**src/rtl/load_store_unit.sv**
```systemverilog
// Load/store unit between execute and a word-wide, one-cycle-latency data memory.
// Optional LSU_UNALIGNED_ROTATE_EN: misaligned word loads return the aligned word rotated right.
module load_store_unit #(
    parameter int MEM_SIZE = 64000
) (
    input  logic        clk,
    input  logic        reset,
    input  logic        req_valid,
    output logic        req_ready,
    input  logic        req_write,
    input  logic [1:0]  req_size,
    input  logic        req_signed,
    input  logic [31:0] req_address,
    input  logic [31:0] req_wdata,
    output logic        resp_valid,
    output logic [31:0] resp_rdata,
    output logic        resp_fault,
    output logic        mem_enable,
    output logic        mem_write,
    output logic [31:0] mem_address,
    output logic [31:0] mem_wdata,
    input  logic [31:0] mem_rdata
);

    typedef enum logic [2:0] {IDLE, RD, CAP, WR, RESP} state_t;

    localparam logic [32:0] MEM_LIMIT = 33'(MEM_SIZE);

    state_t      state_q, state_d;
    logic [1:0]  lane_q, lane_d;
    logic [1:0]  size_q, size_d;
    logic        sgn_q, sgn_d;
    logic        write_q, write_d;
    logic [15:0] wdata_q, wdata_d;
    logic        req_ready_q, req_ready_d;
    logic        resp_valid_q, resp_valid_d;
    logic [31:0] resp_rdata_q, resp_rdata_d;
    logic        resp_fault_q, resp_fault_d;
    logic        mem_enable_q, mem_enable_d;
    logic        mem_write_q, mem_write_d;
    logic [31:0] mem_address_q, mem_address_d;
    logic [31:0] mem_wdata_q, mem_wdata_d;

    logic [32:0] base;
    logic [32:0] span;
    logic [32:0] last_byte;
    logic        misaligned;
    logic        fault;
    logic [7:0]  byte_sel;
    logic [15:0] half_sel;
    logic [31:0] load_data;
    logic [31:0] merged;

    // 33-bit range arithmetic so addresses near 2^32 cannot wrap below the limit
    always_comb begin
        base       = {1'b0, req_address};
        misaligned = 1'b0;
        case (req_size)
            2'b00: span = 33'd0;
            2'b01: begin
                span       = 33'd1;
                misaligned = req_address[0];
            end
            default: begin
                span       = 33'd3;
                misaligned = (req_address[1:0] != 2'b00);
            end
        endcase
`ifdef LSU_UNALIGNED_ROTATE_EN
        if (!req_write && req_size == 2'b10) begin
            misaligned = 1'b0;
            base[1:0]  = 2'b00;
        end
`endif
        last_byte = base + span;
        fault     = (req_size == 2'b11) || misaligned || (last_byte >= MEM_LIMIT);
    end

    always_comb begin
        case (lane_q)
            2'b00:   byte_sel = mem_rdata[7:0];
            2'b01:   byte_sel = mem_rdata[15:8];
            2'b10:   byte_sel = mem_rdata[23:16];
            default: byte_sel = mem_rdata[31:24];
        endcase
        half_sel = lane_q[1] ? mem_rdata[31:16] : mem_rdata[15:0];
        case (size_q)
            2'b00:   load_data = sgn_q ? {{24{byte_sel[7]}}, byte_sel} : {24'd0, byte_sel};
            2'b01:   load_data = sgn_q ? {{16{half_sel[15]}}, half_sel} : {16'd0, half_sel};
            default: begin
`ifdef LSU_UNALIGNED_ROTATE_EN
                case (lane_q)
                    2'b00:   load_data = mem_rdata;
                    2'b01:   load_data = {mem_rdata[7:0], mem_rdata[31:8]};
                    2'b10:   load_data = {mem_rdata[15:0], mem_rdata[31:16]};
                    default: load_data = {mem_rdata[23:0], mem_rdata[31:24]};
                endcase
`else
                load_data = mem_rdata;
`endif
            end
        endcase
    end

    // Sub-word store: splice the new lane into the word just read back
    always_comb begin
        merged = mem_rdata;
        if (size_q == 2'b00) begin
            case (lane_q)
                2'b00:   merged[7:0]   = wdata_q[7:0];
                2'b01:   merged[15:8]  = wdata_q[7:0];
                2'b10:   merged[23:16] = wdata_q[7:0];
                default: merged[31:24] = wdata_q[7:0];
            endcase
        end else if (size_q == 2'b01) begin
            if (lane_q[1]) merged[31:16] = wdata_q;
            else           merged[15:0]  = wdata_q;
        end
    end

    always_comb begin
        state_d       = state_q;
        lane_d        = lane_q;
        size_d        = size_q;
        sgn_d         = sgn_q;
        write_d       = write_q;
        wdata_d       = wdata_q;
        req_ready_d   = 1'b0;
        resp_valid_d  = 1'b0;
        resp_rdata_d  = resp_rdata_q;
        resp_fault_d  = resp_fault_q;
        mem_enable_d  = 1'b0;
        mem_write_d   = 1'b0;
        mem_address_d = mem_address_q;
        mem_wdata_d   = mem_wdata_q;
        case (state_q)
            IDLE: begin
                req_ready_d = 1'b1;
                if (req_valid && req_ready_q) begin
                    req_ready_d   = 1'b0;
                    lane_d        = req_address[1:0];
                    size_d        = req_size;
                    sgn_d         = req_signed;
                    write_d       = req_write;
                    wdata_d       = req_wdata[15:0];
                    mem_address_d = {req_address[31:2], 2'b00};
                    if (fault) begin
                        state_d      = RESP;
                        resp_valid_d = 1'b1;
                        resp_fault_d = 1'b1;
                        resp_rdata_d = 32'd0;
                    end else if (req_write && req_size == 2'b10) begin
                        state_d      = WR;
                        mem_enable_d = 1'b1;
                        mem_write_d  = 1'b1;
                        mem_wdata_d  = req_wdata;
                    end else begin
                        state_d      = RD;
                        mem_enable_d = 1'b1;
                    end
                end
            end
            RD: state_d = CAP;
            CAP: begin
                if (write_q) begin
                    state_d      = WR;
                    mem_enable_d = 1'b1;
                    mem_write_d  = 1'b1;
                    mem_wdata_d  = merged;
                end else begin
                    state_d      = RESP;
                    resp_valid_d = 1'b1;
                    resp_fault_d = 1'b0;
                    resp_rdata_d = load_data;
                end
            end
            WR: begin
                state_d      = RESP;
                resp_valid_d = 1'b1;
                resp_fault_d = 1'b0;
                resp_rdata_d = 32'd0;
            end
            RESP: begin
                state_d     = IDLE;
                req_ready_d = 1'b1;
            end
            default: begin
                state_d     = IDLE;
                req_ready_d = 1'b1;
            end
        endcase
    end

    // Async clear drops mem_enable immediately, abandoning any write in flight
    always_ff @(posedge clk or negedge reset) begin
        if (!reset) begin
            state_q       <= IDLE;
            lane_q        <= 2'd0;
            size_q        <= 2'd0;
            sgn_q         <= 1'b0;
            write_q       <= 1'b0;
            wdata_q       <= 16'd0;
            req_ready_q   <= 1'b1;
            resp_valid_q  <= 1'b0;
            resp_rdata_q  <= 32'd0;
            resp_fault_q  <= 1'b0;
            mem_enable_q  <= 1'b0;
            mem_write_q   <= 1'b0;
            mem_address_q <= 32'd0;
            mem_wdata_q   <= 32'd0;
        end else begin
            state_q       <= state_d;
            lane_q        <= lane_d;
            size_q        <= size_d;
            sgn_q         <= sgn_d;
            write_q       <= write_d;
            wdata_q       <= wdata_d;
            req_ready_q   <= req_ready_d;
            resp_valid_q  <= resp_valid_d;
            resp_rdata_q  <= resp_rdata_d;
            resp_fault_q  <= resp_fault_d;
            mem_enable_q  <= mem_enable_d;
            mem_write_q   <= mem_write_d;
            mem_address_q <= mem_address_d;
            mem_wdata_q   <= mem_wdata_d;
        end
    end

    assign req_ready   = req_ready_q;
    assign resp_valid  = resp_valid_q;
    assign resp_rdata  = resp_rdata_q;
    assign resp_fault  = resp_fault_q;
    assign mem_enable  = mem_enable_q;
    assign mem_write   = mem_write_q;
    assign mem_address = mem_address_q;
    assign mem_wdata   = mem_wdata_q;

endmodule
```
**config.mk**
```make
export PLATFORM = sky130hd
export DESIGN_NAME = load_store_unit
export DESIGN_NICKNAME = d
export VERILOG_FILES = /design/src/rtl/load_store_unit.sv
export SDC_FILE = /design/constraint.sdc
export NUM_CORES = 1
export LEC_CHECK = 0
export CORE_UTILIZATION = 49
export CTS_BUF_LIST = sky130_fd_sc_hd__clkbuf_4
export DETAILED_ROUTE_END_ITERATION = 6
export PLACE_DENSITY_LB_ADDON = 0.2
export SLEW_MARGIN = 20
export SYNTH_ARGS = -nofsm -noshare
export SYNTH_HDL_FRONTEND = slang
export SYNTH_SLANG_ARGS = --single-unit
```
**constraint.sdc**
```tcl
create_clock -name clk -period 3 [get_ports clk]
set_input_delay 0.45 -clock clk [delete_from_list [all_inputs] [get_ports clk]]
set_output_delay 0.45 -clock clk [all_outputs]
set_load 0.01 [all_outputs]
```
After elaboration in Yosys (flattened, before gate mapping). Cells that the tools add are included.

Reduce and logical (&&, ||, !) cells: 16. Mux-type cells: 47. Order comparisons: 1. Equal/unequal tests: 15. Add/sub/neg operators: 1.

Operator list (number): 32-bit two-way mux (11); 32-bit one-hot mux with 2 select lines (2); 32-bit one-hot mux with 3 select lines (1); 16-bit two-way mux (3); 32-bit by 33-bit adder with 33-bit output (1); 33-bit by 16-bit greater-or-equal comparator with 1-bit output (second input constant) (1); 8-bit two-way mux (4); 8-bit one-hot mux with 3 select lines (1); 1-bit two-way mux (13); 2-bit != test (second input constant) (6); 3-bit one-hot mux with 4 select lines (1); 3-bit two-way mux (3); 1-bit one-hot mux with 2 select lines (4); 2-bit by 1-bit equality test with 1-bit output (second input constant) (3); 2-bit equality test (second input constant) (3); 3-bit by 2-bit equality test with 1-bit output (second input constant) (2); 2-bit zero test (3); 1-bit one-hot mux with 3 select lines (2); 3-bit OR reduction (2); 5-bit AND reduction (1); 2-bit one-hot mux with 2 select lines (1); 4-bit AND reduction (1); 2-bit nonzero test (2); 3-bit by 1-bit equality test with 1-bit output (second input constant) (1); 6 further kinds (8).

Register bits: 124. Bits of input ports: 103.

Logic depth before layout (Yosys ltp).
Word-level depth: 8. Mapped depth: 14. Gate-level depth less buffers: 11.

Worst setup path before layout. OpenSTA, ideal clock, no wires.

Kind: in2reg. From: in req_size[1]. To: reg mem_wdata_q[10], in the netlist mem_wdata[10]. Required time: 2.877 ns. Arrival: 3.097 ns. Stages on the path: 13. Path slack: -0.220 ns. Setup time: 0.123 ns. Cells stage by stage: or2_2 ha_1 fa_1 nand4_1 nor4_4 nand3_1 mux2_4 nor4_4 nand4_2 or2_1 buf_6 buf_6 o221a_1.

Word-level cells in the longest chain between the ends: 7. Elaborated cells on any way between the ends: 14. Those cells by class: add/sub: 1; order compare: 1; eq/ne: 5; mux: 2; reduce/logical: 5.

Ends and longest elaborated chain: from (decl) (RTL line 11) `input logic [1:0] req_size,`; 2-bit by 1-bit equality test with 1-bit output or 2-bit zero test (tied branches) (RTL line 58) `case (req_size)`; 2-bit one-hot mux with 2 select lines (RTL line 58); 32-bit by 33-bit adder with 33-bit output (RTL line 75) `last_byte = base + span;`; 33-bit by 16-bit greater-or-equal comparator with 1-bit output (RTL line 76) `fault = (req_size == 2'b11) || misaligned || (last_byte >= MEM_LIMIT);`; 1-bit logical OR (RTL line 76); 2-bit != test (no line); 5-bit AND reduction (no line) *; to (signal assigned) (RTL line 225) `mem_wdata_q <= mem_wdata_d;`; to (decl) (RTL line 42) `logic [31:0] mem_wdata_q, mem_wdata_d;`.

Every way passes the cells marked *; elsewhere a longest branch is shown, timed or not. A chain may end at the register's enable or synchronous reset.

Worst setup path in the final report.
From: in req_address[9]. To: reg mem_wdata_q[9], in the netlist mem_wdata[9].

Word-level cells in the longest chain between the ends: 5.

Ends and longest elaborated chain: from (decl) (RTL line 13) `input logic [31:0] req_address,`; 32-bit by 33-bit adder with 33-bit output (RTL line 75); 33-bit by 16-bit greater-or-equal comparator with 1-bit output (RTL line 76); 1-bit logical OR (RTL line 76); 2-bit != test (no line); 5-bit AND reduction (no line).

No other way between the ends.

==> results by group <==
Synth
  – Post-synthesis mux area share: 0.107
  – Top-area cell type share of the netlist area: 0.464
  – Cell variety after synth: 63
  – Compound-Gate Fraction of Synth Area: 0.221
  – Yosys warns: 0
  – Mapped cell area: 0.00663 sq mm
  – Synth area leaders: dfrtp_1, mux2_2, o21ai_0
  – Synthesized area per cell: 9.92 sq um
  – Largest family of logic cells by synthesized area: compound AO/OA/AOI/OAI gates
  – Number of flops mapped to enable cells by yosys: 0
  – Post-synthesis cell count: 668
  – Post-synth ARST share: 1.00
  – Synth Register Bits: 124
  – Register area share after synthesis: 0.468
  – Post-synth top area cell: dfrtp_1
  – Adder-cell share of the synthesized area: 0.00680
  – Xor/xnor cell area share of the yosys netlist: 0.00264
  – Top_reg_cell synth: dfrtp_1
  – Synth Area in Simple Gates: 0.157

STA
  – Final worst slack: 96.0 ps
  – Count of pins over their slew limit: 0
  – Clock Skew: 20.9 ps
  – Max frequency: 344 MHz
  – Final hold viol count: 0
  – RSZ-0062 raised after global routing: false
  – Worst slew margin: 0.530
  – Tcrit/Tclk final: 0.968
  – Worst Max-Slew Pin Slew: 705 ps
  – Min Tclk post-route: 2900 ps
  – Setup Viol. Count Final: 0
  – Setup TNS Final: 0 ps

CTS
  – Clock insertion delay at the later pin of the skew report: 550 ps
  – Postcts setup bufs: 0
  – Clk slew on worst S/H paths: 130 ps
  – H-tree Lvls: 4
  – CTS buffer count: 17
  – TritonCTS clock tree: built
  – Root Buffer: clkbuf_4
  – # clock sinks: 124
  – Clk buf depth: 2

Floorplanning
  – DIE AREA: 0.0140 sq mm
  – Initial core utilization: 0.500
  – Die X-Extent: 118 microns
  – IO Count: 204
  – Row cnt: 42
  – Core ar.: 0.0132 sq mm
  – Die height: 118 microns

Global route
  – Met3 Track Usage GR: 0.0734
  – M1 GR Usage: 0.411
  – Vias in the first global route: 6550
  – GRT overflow: 0
  – Initial antenna violation count: 2
  – First-pass GRT wire length: 35600 microns
  – Most Crowded Layer GR: met2
  – Met2 Track Usage GR: 0.539
  – Total track usage: 0.332
  – Maximum number of pins on one net before global-route repair: 73

Setup path
  – Critical path origin: req_address[9]
  – CP Launch Type: input port
  – Critical Path End Type: flip-flop
  – CP Data Required Time: 3500 ps
  – Crit Path Class: in -> reg
  – Crit path DAT: 3400 ps
  – Max FO, Critical Path: 8
  – R2R Path Start: size_q[1]

Flow run
  – Max-cap violations: 0

Min path
  – Worst hold path class: in -> reg
  – HP Start: req_size[0]

Placement
  – Setup WS pre-CTS: -714 ps
  – IO Port Bufs: 201
  – HPWL after DPL: 16800 microns
  – GP Congestion: 0.917
  – Placed cell area: 0.00918 sq mm

Routing
  – Drt wl/cell: 20.9 microns
  – Vias per inst: 6.06
  – DRT Pass-1 Iters: 6
  – WL final: 22900 microns
  – Routed vias: 6644
  – Post-route ant nets: 0
  – Iteration-0 DRC Markers: 564
  – Drt drc: 0

Finish
  – Most frequent cells in the layout: clkdlybuf4s50_1, dfrtp_1, o21ai_0
  – # fillers: 977
  – P&R area growth vs syn: 45.8%
  – Nets: 1012
  – Most common cell after layout, fill and taps aside: clkdlybuf4s50_1
  – Finished Cell Area: 0.00967 sq mm
  – Share of cells above drive strength 1: 0.192

Status
  – Status: finished clean

Power and ir drop
  – PD cells: 488 mW/mm^2
  – Cell leakage power: 3.92 nW
  – Maximum vdd ir drop: 363 uV
  – Power Total: 4.72 mW
## worst max-delay path, stage by stage
cell and delay (ps):
clkdlybuf4s50_1 520, buf_4 140, nand4_1 140, or4_4 500, nor4_4 300, xnor2_1 160, and4_1 240, nand4_2 100
buf_6 150, o21bai_4 270, clkbuf_16 230, o221a_1 190
## logic make-up after synthesis
group                      after synthesis
and+or+nand+nor                        205
buffers and inverters                   53
xor gates and xnor gates                 2
other                                    1
AOI/OAI and AO/OA                      217
DFF                                    124
muxes                                   63
adders and majority gates                3
## state kept, by name (all words and copies together) (netlist names)
register	flops
resp_fault	1
size_q	2
mem_enable	1
mem_write	1
state_q	3
sgn_q	1
mem_address	30
resp_valid	1
mem_wdata	32
write_q	1
req_ready	1
resp_rdata	32
wdata_q	16
lane_q	2
## routing by layer
metal	wire length (microns)	part of all wire
met5	10	0.00044
met3	1710	0.074
met4	916	0.040
met1	9090	0.40
met2	11200	0.49
## synthesized netlist by cell type (3+ instances only)
library cell / n
a21o_1: 3
a21oi_1: 25
a31oi_1: 5
and3_1: 4
and4_1: 4
buf_2: 3
buf_6: 4
clkbuf_1: 34
dfrtp_1: 123
inv_1: 7
mux2_2: 49
mux2i_1: 12
nand2_1: 81
nand2b_1: 9
nand3_1: 9
nand3b_1: 3
nand4_1: 8
nor2_1: 34
nor3_1: 22
nor4_1: 6
o21a_1: 4
o21ai_0: 101
o221a_1: 29
o221ai_1: 16
o22a_1: 8
o22ai_1: 10
or2_2: 3
or3_1: 3
or4_1: 3
## timing repair
| item | CTS | global route |
|---|---|---|
| hold buffers | 1 | 0 |
| cloned | 0 | 3 |
| endpoints found under the hold margin | 51 | 0 |
| resized for setup | 6 | 11 |
| setup endpoints to repair | 59 | 64 |
| pin swaps | 0 | 5 |
## stage by stage
stage	utilization	hold slack, ps	std cells
after floorplan	-	154	669
after global placement	0.693	458	1059
after detailed placement	0.693	468	1059
after CTS	0.721	476	1092
after global routing	0.730	277	1096
final	0.730	274	1096
## area by class of cell
class | count | area, sq um | area share
multi-input cells | 492 | 3380 | 0.350
flip-flops and latches | 124 | 3100 | 0.321
repair buffers | 263 | 2580 | 0.267
well taps | 176 | 220 | 0.0228
clock inverters | 14 | 205 | 0.0212
clock buffers | 18 | 135 | 0.0140
inverters | 8 | 30.0 | 0.00311
diodes | 1 | 2.50 | 0.000259
## power by group
group	switching (mW)	internal, mW	leakage, nW
registers	0.166	1.83	1.60
clock network	0.736	0.692	0.181
logic	0.643	0.646	2.14
## final timing paths
kind / endpoint / slack [ps] / cells past startpoint
setup reg to reg: resp_rdata[18] / 570 / 7
setup / recovery: mem_wdata[9] / 100 / 12
hold / removal: size_q[0] / 270 / 4
hold reg to reg: resp_fault / 500 / 2
min in group asynchronous: resp_rdata[27] / 460 / 2
max in group asynchronous: mem_address[29] / 1700 / 3
(Power assumes the default switching activity.)
